==> src/rtl/alu_pkg.sv <==
// -----------------------------------------------------------------------------
// alu_pkg
// Shared definitions for the multi-cycle ALU (alu_mc):
//   - func_t    : 4-bit opcode type
//   - OP_*      : opcode constants (14 and 15 are unsupported)
//   - state_t   : controller state encoding. DIV_BUSY exists only when the
//                 ALU_MC_DIV_EN macro is defined.
//   - is_div_op : true for the opcodes handled by the iterative divider
// -----------------------------------------------------------------------------
package alu_pkg;

   typedef logic [3:0] func_t;

   localparam func_t OP_ADD  = 4'd0;
   localparam func_t OP_SUB  = 4'd1;
   localparam func_t OP_MUL  = 4'd2;
   localparam func_t OP_DIV  = 4'd3;
   localparam func_t OP_AND  = 4'd4;
   localparam func_t OP_OR   = 4'd5;
   localparam func_t OP_XOR  = 4'd6;
   localparam func_t OP_NOT  = 4'd7;
   localparam func_t OP_SHL  = 4'd8;
   localparam func_t OP_SHR  = 4'd9;
   localparam func_t OP_SLT  = 4'd10;
   localparam func_t OP_SLTU = 4'd11;
   localparam func_t OP_SRA  = 4'd12;
   localparam func_t OP_REM  = 4'd13;

`ifdef ALU_MC_DIV_EN
   typedef enum logic [1:0] {
      ST_IDLE     = 2'd0,
      ST_DIV_BUSY = 2'd1,
      ST_DONE     = 2'd2
   } state_t;
`else
   typedef enum logic [1:0] {
      ST_IDLE = 2'd0,
      ST_DONE = 2'd2
   } state_t;
`endif

   function automatic logic is_div_op(input func_t f);
      return (f == OP_DIV) || (f == OP_REM);
   endfunction

endpackage

==> src/rtl/alu_mc_if.sv <==
// -----------------------------------------------------------------------------
// alu_mc_if
// Request/response bundle of the multi-cycle ALU.
// Handshake: a request transfers on a cycle with in_valid && in_ready; a
// result transfers on a cycle with out_valid && out_ready. The producer of
// *_valid keeps its payload stable until the transfer happens.
//   master : request producer / result consumer
//   slave  : the ALU
// Signals: in_valid, in_ready, func, a, b, out_valid, out_ready, res,
//          is_zero, illegal, busy.
// -----------------------------------------------------------------------------
interface alu_mc_if #(
   parameter int WIDTH = 32
);
   import alu_pkg::*;

   logic             in_valid;
   logic             in_ready;
   func_t            func;
   logic [WIDTH-1:0] a;
   logic [WIDTH-1:0] b;
   logic             out_valid;
   logic             out_ready;
   logic [WIDTH-1:0] res;
   logic             is_zero;
   logic             illegal;
   logic             busy;

   modport master (
      output in_valid, func, a, b, out_ready,
      input  in_ready, out_valid, res, is_zero, illegal, busy
   );

   modport slave (
      input  in_valid, func, a, b, out_ready,
      output in_ready, out_valid, res, is_zero, illegal, busy
   );

endinterface

==> src/rtl/alu_div.sv <==
// -----------------------------------------------------------------------------
// alu_div
// Iterative unsigned radix-2 restoring divider, one quotient bit per cycle.
// Only built when ALU_MC_DIV_EN is defined.
// Ports:
//   clk, rst_n            : clock, async active-low reset
//   i_start               : load operands and begin WIDTH iterations
//   i_dividend, i_divisor : operands, sampled on i_start
//   o_done                : the current cycle performs the final iteration;
//                           o_quot/o_rem then carry the final answer
//   o_quot, o_rem         : quotient/remainder after the current iteration
// A zero divisor needs no special case: every trial subtraction succeeds,
// giving an all-ones quotient and a remainder equal to the dividend.
// -----------------------------------------------------------------------------
module alu_div #(
   parameter int WIDTH = 32
) (
   input  logic             clk,
   input  logic             rst_n,
   input  logic             i_start,
   input  logic [WIDTH-1:0] i_dividend,
   input  logic [WIDTH-1:0] i_divisor,
   output logic             o_done,
   output logic [WIDTH-1:0] o_quot,
   output logic [WIDTH-1:0] o_rem
);

   localparam int CW = $clog2(WIDTH) + 1;

   // r_quot starts as the dividend; its MSBs shift into the partial
   // remainder while quotient bits shift in at the bottom.
   logic [WIDTH-1:0] r_quot;
   logic [WIDTH-1:0] r_rem;
   logic [WIDTH-1:0] r_divisor;
   logic [CW-1:0]    r_cnt;

   logic [WIDTH:0]   w_shift;
   logic [WIDTH:0]   w_trial;
   logic             w_fits;

   always_comb begin
      w_shift = {r_rem, r_quot[WIDTH-1]};
      w_trial = w_shift - {1'b0, r_divisor};
      // Partial remainder stays below the divisor, so the top bit of the
      // trial difference is a pure borrow flag.
      w_fits  = ~w_trial[WIDTH];
      o_quot  = {r_quot[WIDTH-2:0], w_fits};
      o_rem   = w_fits ? w_trial[WIDTH-1:0] : w_shift[WIDTH-1:0];
   end

   assign o_done = (r_cnt == CW'(1));

   always_ff @(posedge clk or negedge rst_n) begin
      if (!rst_n) begin
         r_quot    <= '0;
         r_rem     <= '0;
         r_divisor <= '0;
         r_cnt     <= '0;
      end else if (i_start) begin
         r_quot    <= i_dividend;
         r_rem     <= '0;
         r_divisor <= i_divisor;
         r_cnt     <= CW'(WIDTH);
      end else if (r_cnt != '0) begin
         r_quot    <= o_quot;
         r_rem     <= o_rem;
         r_cnt     <= r_cnt - CW'(1);
      end
   end

endmodule

==> src/rtl/alu_mc.sv <==
// -----------------------------------------------------------------------------
// alu_mc
// Multi-cycle integer ALU with valid/ready on both sides. Single-cycle ops
// register their result one cycle after acceptance; DIV/REM use the
// iterative divider (alu_div) and complete WIDTH cycles after acceptance.
// One operation in flight; the result is held until out_ready.
// Configuration macro: ALU_MC_DIV_EN
//   defined   : divider present, DIV/REM are unsigned divide/remainder
//   undefined : no divider, DIV/REM finish in one cycle as illegal, busy = 0
// Ports:
//   clk, rst_n : clock, async active-low reset
//   s_if       : alu_mc_if slave modport (request/response handshakes)
//   o_state    : controller state, for observation
// in_ready depends combinationally on out_ready only; all other outputs are
// registered.
// -----------------------------------------------------------------------------
module alu_mc
   import alu_pkg::*;
#(
   parameter int WIDTH = 32,
   parameter int SHW   = $clog2(WIDTH)
) (
   input  logic     clk,
   input  logic     rst_n,
   alu_mc_if.slave  s_if,
   output state_t   o_state
);

   state_t           r_state;
   logic             r_out_valid;
   logic [WIDTH-1:0] r_res;
   logic             r_is_zero;
   logic             r_illegal;

   logic [WIDTH-1:0] w_res;
   logic             w_illegal;
   logic [SHW-1:0]   w_shamt;
   logic             w_accept;

   // ---------------------------------------------------------------------
   // Single-cycle datapath
   // ---------------------------------------------------------------------
   always_comb begin
      w_res     = '0;
      w_illegal = 1'b0;
      w_shamt   = s_if.b[SHW-1:0];
      case (s_if.func)
         OP_ADD:  w_res = s_if.a + s_if.b;
         OP_SUB:  w_res = s_if.a - s_if.b;
         OP_MUL:  w_res = s_if.a * s_if.b;
         OP_AND:  w_res = s_if.a & s_if.b;
         OP_OR:   w_res = s_if.a | s_if.b;
         OP_XOR:  w_res = s_if.a ^ s_if.b;
         OP_NOT:  w_res = ~s_if.a;
         OP_SHL:  w_res = s_if.a << w_shamt;
         OP_SHR:  w_res = s_if.a >> w_shamt;
         OP_SRA:  w_res = $signed(s_if.a) >>> w_shamt;
         OP_SLT:  w_res = {{(WIDTH-1){1'b0}}, ($signed(s_if.a) < $signed(s_if.b))};
         OP_SLTU: w_res = {{(WIDTH-1){1'b0}}, (s_if.a < s_if.b)};
`ifdef ALU_MC_DIV_EN
         OP_DIV, OP_REM: w_res = '0;   // result comes from the divider
`endif
         default: w_illegal = 1'b1;
      endcase
   end

   assign s_if.in_ready = (r_state == ST_IDLE) ||
                          ((r_state == ST_DONE) && s_if.out_ready);
   assign w_accept      = s_if.in_valid && s_if.in_ready;

`ifdef ALU_MC_DIV_EN
   // ---------------------------------------------------------------------
   // Divider
   // ---------------------------------------------------------------------
   logic             r_busy;
   logic             r_is_rem;
   logic             w_div_op;
   logic             w_div_done;
   logic [WIDTH-1:0] w_div_quot;
   logic [WIDTH-1:0] w_div_rem;
   logic [WIDTH-1:0] w_div_res;

   assign w_div_op  = is_div_op(s_if.func);
   assign w_div_res = r_is_rem ? w_div_rem : w_div_quot;

   alu_div #(
      .WIDTH (WIDTH)
   ) u_div (
      .clk        (clk),
      .rst_n      (rst_n),
      .i_start    (w_accept && w_div_op),
      .i_dividend (s_if.a),
      .i_divisor  (s_if.b),
      .o_done     (w_div_done),
      .o_quot     (w_div_quot),
      .o_rem      (w_div_rem)
   );

   assign s_if.busy = r_busy;
`else
   assign s_if.busy = 1'b0;
`endif

   // ---------------------------------------------------------------------
   // Controller
   // ---------------------------------------------------------------------
   always_ff @(posedge clk or negedge rst_n) begin
      if (!rst_n) begin
         r_state     <= ST_IDLE;
         r_out_valid <= 1'b0;
         r_res       <= '0;
         r_is_zero   <= 1'b1;
         r_illegal   <= 1'b0;
`ifdef ALU_MC_DIV_EN
         r_busy      <= 1'b0;
         r_is_rem    <= 1'b0;
`endif
      end else begin
         case (r_state)
            // IDLE and DONE share the accept path; in DONE an accept
            // implies out_ready, so the old result drains on the same edge.
            ST_IDLE, ST_DONE: begin
               if (w_accept) begin
`ifdef ALU_MC_DIV_EN
                  if (w_div_op) begin
                     r_state     <= ST_DIV_BUSY;
                     r_out_valid <= 1'b0;
                     r_busy      <= 1'b1;
                     r_is_rem    <= (s_if.func == OP_REM);
                  end else
`endif
                  begin
                     r_state     <= ST_DONE;
                     r_out_valid <= 1'b1;
                     r_res       <= w_res;
                     r_is_zero   <= (w_res == '0);
                     r_illegal   <= w_illegal;
                  end
               end else if ((r_state == ST_DONE) && s_if.out_ready) begin
                  r_state     <= ST_IDLE;
                  r_out_valid <= 1'b0;
               end
            end
`ifdef ALU_MC_DIV_EN
            ST_DIV_BUSY: begin
               if (w_div_done) begin
                  r_state     <= ST_DONE;
                  r_out_valid <= 1'b1;
                  r_busy      <= 1'b0;
                  r_res       <= w_div_res;
                  r_is_zero   <= (w_div_res == '0);
                  r_illegal   <= 1'b0;
               end
            end
`endif
            default: begin
               r_state     <= ST_IDLE;
               r_out_valid <= 1'b0;
            end
         endcase
      end
   end

   assign s_if.out_valid = r_out_valid;
   assign s_if.res       = r_res;
   assign s_if.is_zero   = r_is_zero;
   assign s_if.illegal   = r_illegal;
   assign o_state        = r_state;

endmodule
==> src/flat_wrapper.sv <==
// flat-port wrapper written by rule: the top's interface ports become plain ports
module alu_mc_flat import alu_pkg::*;
#(
   parameter int WIDTH = 32,
   parameter int SHW   = $clog2(WIDTH)
)
  (clk, rst_n, o_state, s_if_in_valid, s_if_func, s_if_a, s_if_b, s_if_out_ready, s_if_in_ready, s_if_out_valid, s_if_res, s_if_is_zero, s_if_illegal, s_if_busy);
  alu_mc_if #(.WIDTH(WIDTH)) s_if_i ();
  input  logic clk;
  input  logic rst_n;
  output state_t o_state;
  input wire logic [$bits(s_if_i.in_valid)-1:0] s_if_in_valid;
  input wire logic [$bits(s_if_i.func)-1:0] s_if_func;
  input wire logic [$bits(s_if_i.a)-1:0] s_if_a;
  input wire logic [$bits(s_if_i.b)-1:0] s_if_b;
  input wire logic [$bits(s_if_i.out_ready)-1:0] s_if_out_ready;
  output wire logic [$bits(s_if_i.in_ready)-1:0] s_if_in_ready;
  output wire logic [$bits(s_if_i.out_valid)-1:0] s_if_out_valid;
  output wire logic [$bits(s_if_i.res)-1:0] s_if_res;
  output wire logic [$bits(s_if_i.is_zero)-1:0] s_if_is_zero;
  output wire logic [$bits(s_if_i.illegal)-1:0] s_if_illegal;
  output wire logic [$bits(s_if_i.busy)-1:0] s_if_busy;
  assign s_if_i.in_valid = s_if_in_valid;
  assign s_if_i.func = s_if_func;
  assign s_if_i.a = s_if_a;
  assign s_if_i.b = s_if_b;
  assign s_if_i.out_ready = s_if_out_ready;
  assign s_if_in_ready = s_if_i.in_ready;
  assign s_if_out_valid = s_if_i.out_valid;
  assign s_if_res = s_if_i.res;
  assign s_if_is_zero = s_if_i.is_zero;
  assign s_if_illegal = s_if_i.illegal;
  assign s_if_busy = s_if_i.busy;
  alu_mc #(.WIDTH(WIDTH), .SHW(SHW)) u_core (.clk(clk), .rst_n(rst_n), .s_if(s_if_i), .o_state(o_state));
endmodule
==> config.mk <==
export PLATFORM = sky130hd
export DESIGN_NAME = alu_mc_flat
export DESIGN_NICKNAME = d
export VERILOG_FILES = /design/src/rtl/alu_pkg.sv /design/src/rtl/alu_mc_if.sv /design/src/rtl/alu_div.sv /design/src/rtl/alu_mc.sv /design/src/flat_wrapper.sv
export SDC_FILE = /design/constraint.sdc
export NUM_CORES = 2
export LEC_CHECK = 0
export ABC_AREA = 1
export CORE_UTILIZATION = 25
export CTS_CLUSTER_SIZE = 10
export DETAILED_ROUTE_END_ITERATION = 8
export PLACE_DENSITY = 0.41
export SYNTH_ARGS = -nofsm -noshare
export SYNTH_HDL_FRONTEND = slang
export SYNTH_SLANG_ARGS = --single-unit
==> constraint.sdc <==
create_clock -name clk -period 1.4 [get_ports clk]
set_clock_uncertainty 0.05 [all_clocks]
set_input_delay 0.21 -clock clk [delete_from_list [all_inputs] [get_ports clk]]
set_output_delay 0.21 -clock clk [all_outputs]
set_load 0.02 [all_outputs]
==> Flow_metrics.wiki <==
{| class="wikitable"
! Metric !! Value
|-
| Kind of start point of the critical path || input pin
|-
| Number of max-slew violations in the final report || 0
|-
| Met1 Routed Length || 75100 um
|-
| Detailed route wirelength on metal2 || 73700 um
|-
| Die X || 335 um
|-
| Met3 layer wire length in the routed design || 10100 um
|-
| Area of the mapped netlist || 27700 sq um
|-
| Number of buffers inserted by port buffering || 108
|-
| Overall track demand over capacity in global routing || 28.9%
|-
| Transition time at the pin with the least slew margin || 0.640 ns
|-
| Number of register bits inferred by synthesis || 35
|-
| Count of boundary I/O pins || 111
|-
| R2R Setup Slk || 0.15 ns
|-
| Initial antenna violation count || 6
|-
| Clock tree sinks || 35
|-
| Fraction of synthesis flops using an asynchronous set or reset pin || 100%
|-
| Critical path start-end classification || input pin to flop
|-
| R2R cell count || 6
|-
| Drc violations || 0
|-
| Setup violations, final || 34
|-
| Detail Route Antenna Nets || 0
|-
| Post-layout worst setup margin || -5.35 ns
|-
| Logic depth of the worst setup path including buffers || 32
|-
| Count of yosys warnings during synthesis || 0
|-
| Clock slew seen by the registers of the worst setup and hold paths || 0.07 ns
|-
| Worst-path fanout max || 5
|-
| RSZ-0062 raised after global routing || yes
|-
| P&R area growth vs syn || 58.4%
|-
| EDFF count, synth || 0
|-
| Final wirelength || 165000 um
|-
| Placeable core area || 109000 sq um
|-
| Kind of end point of the critical path || flop
|-
| Number of DRC violations after detailed-routing iteration 0 || 2860
|-
| Wirelength per Cell || 23.7 um
|-
| Uppermost routed layer || met5
|-
| Cts bufs inserted || 5
|-
| Layout net count || 6195
|-
| Arrival time of data at the critical path endpoint || 6.94 ns
|-
| Global-route congestion overflow total || 0
|-
| Insertion delay to the later sink of the worst-skew pair || 0.28 ns
|-
| Number of vias per cell || 4.76
|-
| Commonest cells after routing, fill and taps aside || nand2_1, buf_4, inv_1
|-
| Critical register-to-register path startpoint || u_core.s_if.out_valid
|-
| Placer Congestion || 0.998
|-
| H-tree levels || 2
|-
| Clock tree from TritonCTS || done
|-
| Sum of net half-perimeters after detailed placement || 138000 um
|-
| Period utilization || 482%
|-
| Upper clock frequency limit || 148 MHz
|-
| CTS Root Buffer Type || clkbuf_16
|-
| First element of the critical path || s_if_a[12]
|-
| Portion of the post-synthesis area used by sequential elements || 3.16%
|-
| Req. time, crit path || 1.60 ns
|-
| Non-filler cells, final || 6975
|-
| Worst reg2reg path endpoint || u_core.s_if.res[31]
|-
| Status || finished, violations left
|-
| Number of buffers on the longest clock path || 2
|-
| Ratio of cells with drive above 1 in the final layout || 34.6%
|-
| Unique masters post-synth || 59
|-
| Leading cell type in the layout, fill and taps excluded || nand2_1
|-
| Cell with the largest stage delay on the worst path || fa_2
|-
| Category of cells accounting for the largest share of critical-path delay || adder cells
|-
| Num rows || 121
|-
| Pin count of the biggest net entering global routing || 77
|-
| Starting utilization of the core area || 25.3%
|-
| Cell count after synthesis || 4370
|-
| Height of the chip || 335 um
|-
| Number of placed instances, taps included || 6791
|-
| Sum of buffers and inverters on the critical path || 8
|-
| Worst hold path class || input pin to async pin
|-
| Vias in the first global route || 33400
|-
| Total die area || 112000 sq um
|-
| Wire length of the first global-routing pass || 234000 um
|-
| 1st-pass router iterations || 5
|-
| Mean instance size in the synthesized netlist || 6.35 sq um
|-
| Dominant synthesized flop cell || dfrtp_1
|-
| Hold Violations, Final || 0
|-
| Max_cap viols || 0
|-
| DR vias || 33200
|-
| Post-layout min period || 6.75 ns
|-
| Violations in the final reports || setup timing
|-
| Relative max-transition margin || 57.1%
|-
| Slowest stage delay, CP || 0.57 ns
|}
==> stage by stage <==
stage          cell area, sq um  utilization, %  hold WS [ns]  setup TNS [ns]  setup WS [ns]
2_1_floorplan             29000               -        -0.136         -126.95          -5.12
3_3_place_gp              39200            35.8        0.0525         -167.94          -6.44
3_5_place_dp              39200            35.8        0.0446         -167.86          -6.41
4_1_cts                   42800            39.1         0.277         -140.48          -5.32
5_1_grt                   43900            40.2         0.276         -145.40          -5.58
6_report                  44000            40.2         0.281         -140.19          -5.35
==> worst max path at each step <==
stage / to / slack [ns]
5_1_grt: u_core.s_if.is_zero / -5.58
2_1_floorplan: u_core.s_if.is_zero / -5.12
4_1_cts: u_core.s_if.is_zero / -5.32
3_3_place_gp: u_core.s_if.is_zero / -6.44
3_5_place_dp: u_core.s_if.is_zero / -6.41
6_report: u_core.s_if.is_zero / -5.35
==> worst register-to-register path, stage by stage (launching register included) <==
cell and delay, ns:
dfrtp_1 0.40, nand2_2 0.09, nand2_1 0.08, inv_1 0.12, buf_12 0.19, nor2_1 0.11
a31oi_4 0.15
==> sequential cells by signal (all words and copies together) (netlist names) <==
| signal | count |
|---|---|
| u_core.s_if.res | 32 |
| u_core.s_if.out_valid | 1 |
| u_core.s_if.is_zero | 1 |
| u_core.s_if.illegal | 1 |
==> synth_stat cells (3+ instances only) <==
library cell | number | area share (%)
buf_2 | 52 | 0.94
o21ai_0 | 213 | 3.8
buf_1 | 42 | 0.57
nor4_1 | 4 | 0.090
dfrtp_1 | 34 | 3.1
buf_6 | 5 | 0.20
xor2_1 | 6 | 0.19
o21a_1 | 14 | 0.38
a21boi_0 | 4 | 0.11
clkbuf_1 | 105 | 1.4
a21oi_1 | 198 | 3.6
nand2_2 | 9 | 0.20
o22ai_1 | 37 | 0.83
a211oi_1 | 4 | 0.11
mux2i_1 | 8 | 0.29
or2_2 | 7 | 0.16
nand2_1 | 1280 | 17
o21ai_2 | 8 | 0.25
xnor2_1 | 3 | 0.095
a31oi_1 | 11 | 0.25
nand3b_1 | 10 | 0.27
o21bai_1 | 12 | 0.32
o211ai_1 | 36 | 0.97
nor2_2 | 3 | 0.068
nor2_1 | 216 | 2.9
ha_1 | 220 | 9.9
a21o_1 | 4 | 0.11
o21ai_1 | 45 | 0.81
nand3_1 | 234 | 4.2
a221oi_1 | 6 | 0.19
inv_2 | 9 | 0.12
buf_4 | 4 | 0.11
fa_1 | 410 | 30
inv_1 | 992 | 13
nand4_1 | 56 | 1.3
nor3_1 | 38 | 0.69
==> logic make-up after synthesis <==
family	Yosys count	synth area share, %
buf+inv	1214	17.0
flops	35	3.16
fa+ha+maj	630	39.5
xor+xnor	9	0.284
simple gates	1868	27.5
other cells	1	0.0135
compound gates	603	12.1
mux	10	0.451
==> layer usage <==
layer,vias up,track usage (%)
met1,16400,40.8
li1,15600,-
met3,156,2.97
met2,1071,46.3
met5,-,0
met4,2,8.57
==> what timing repair did <==
action / in CTS / in global routing
buffers inserted: 146 / 41
hold buffers: 1 / 0
endpoints found under the setup margin: 70 / 34
gates cloned: 14 / 3
gates resized for setup: 759 / 282
endpoints found under the hold margin: 5 / 0
pin swaps: 332 / 217
==> cell type report <==
cell class / count / area [sq um]
Antenna cell: 5 / 12.5
Clock buffer: 5 / 125
Clock inverter: 3 / 23.8
Fill cell: 11700 / 65500
Inverter: 1003 / 3790
Multi-Input combinational cell: 3122 / 25200
Sequential cell: 35 / 877
Tap cell: 1476 / 1850
Timing Repair Buffer: 1326 / 12100
Power is not shown: default switching activity piles up to over one toggle a cycle in this logic, so the estimate is an artifact.
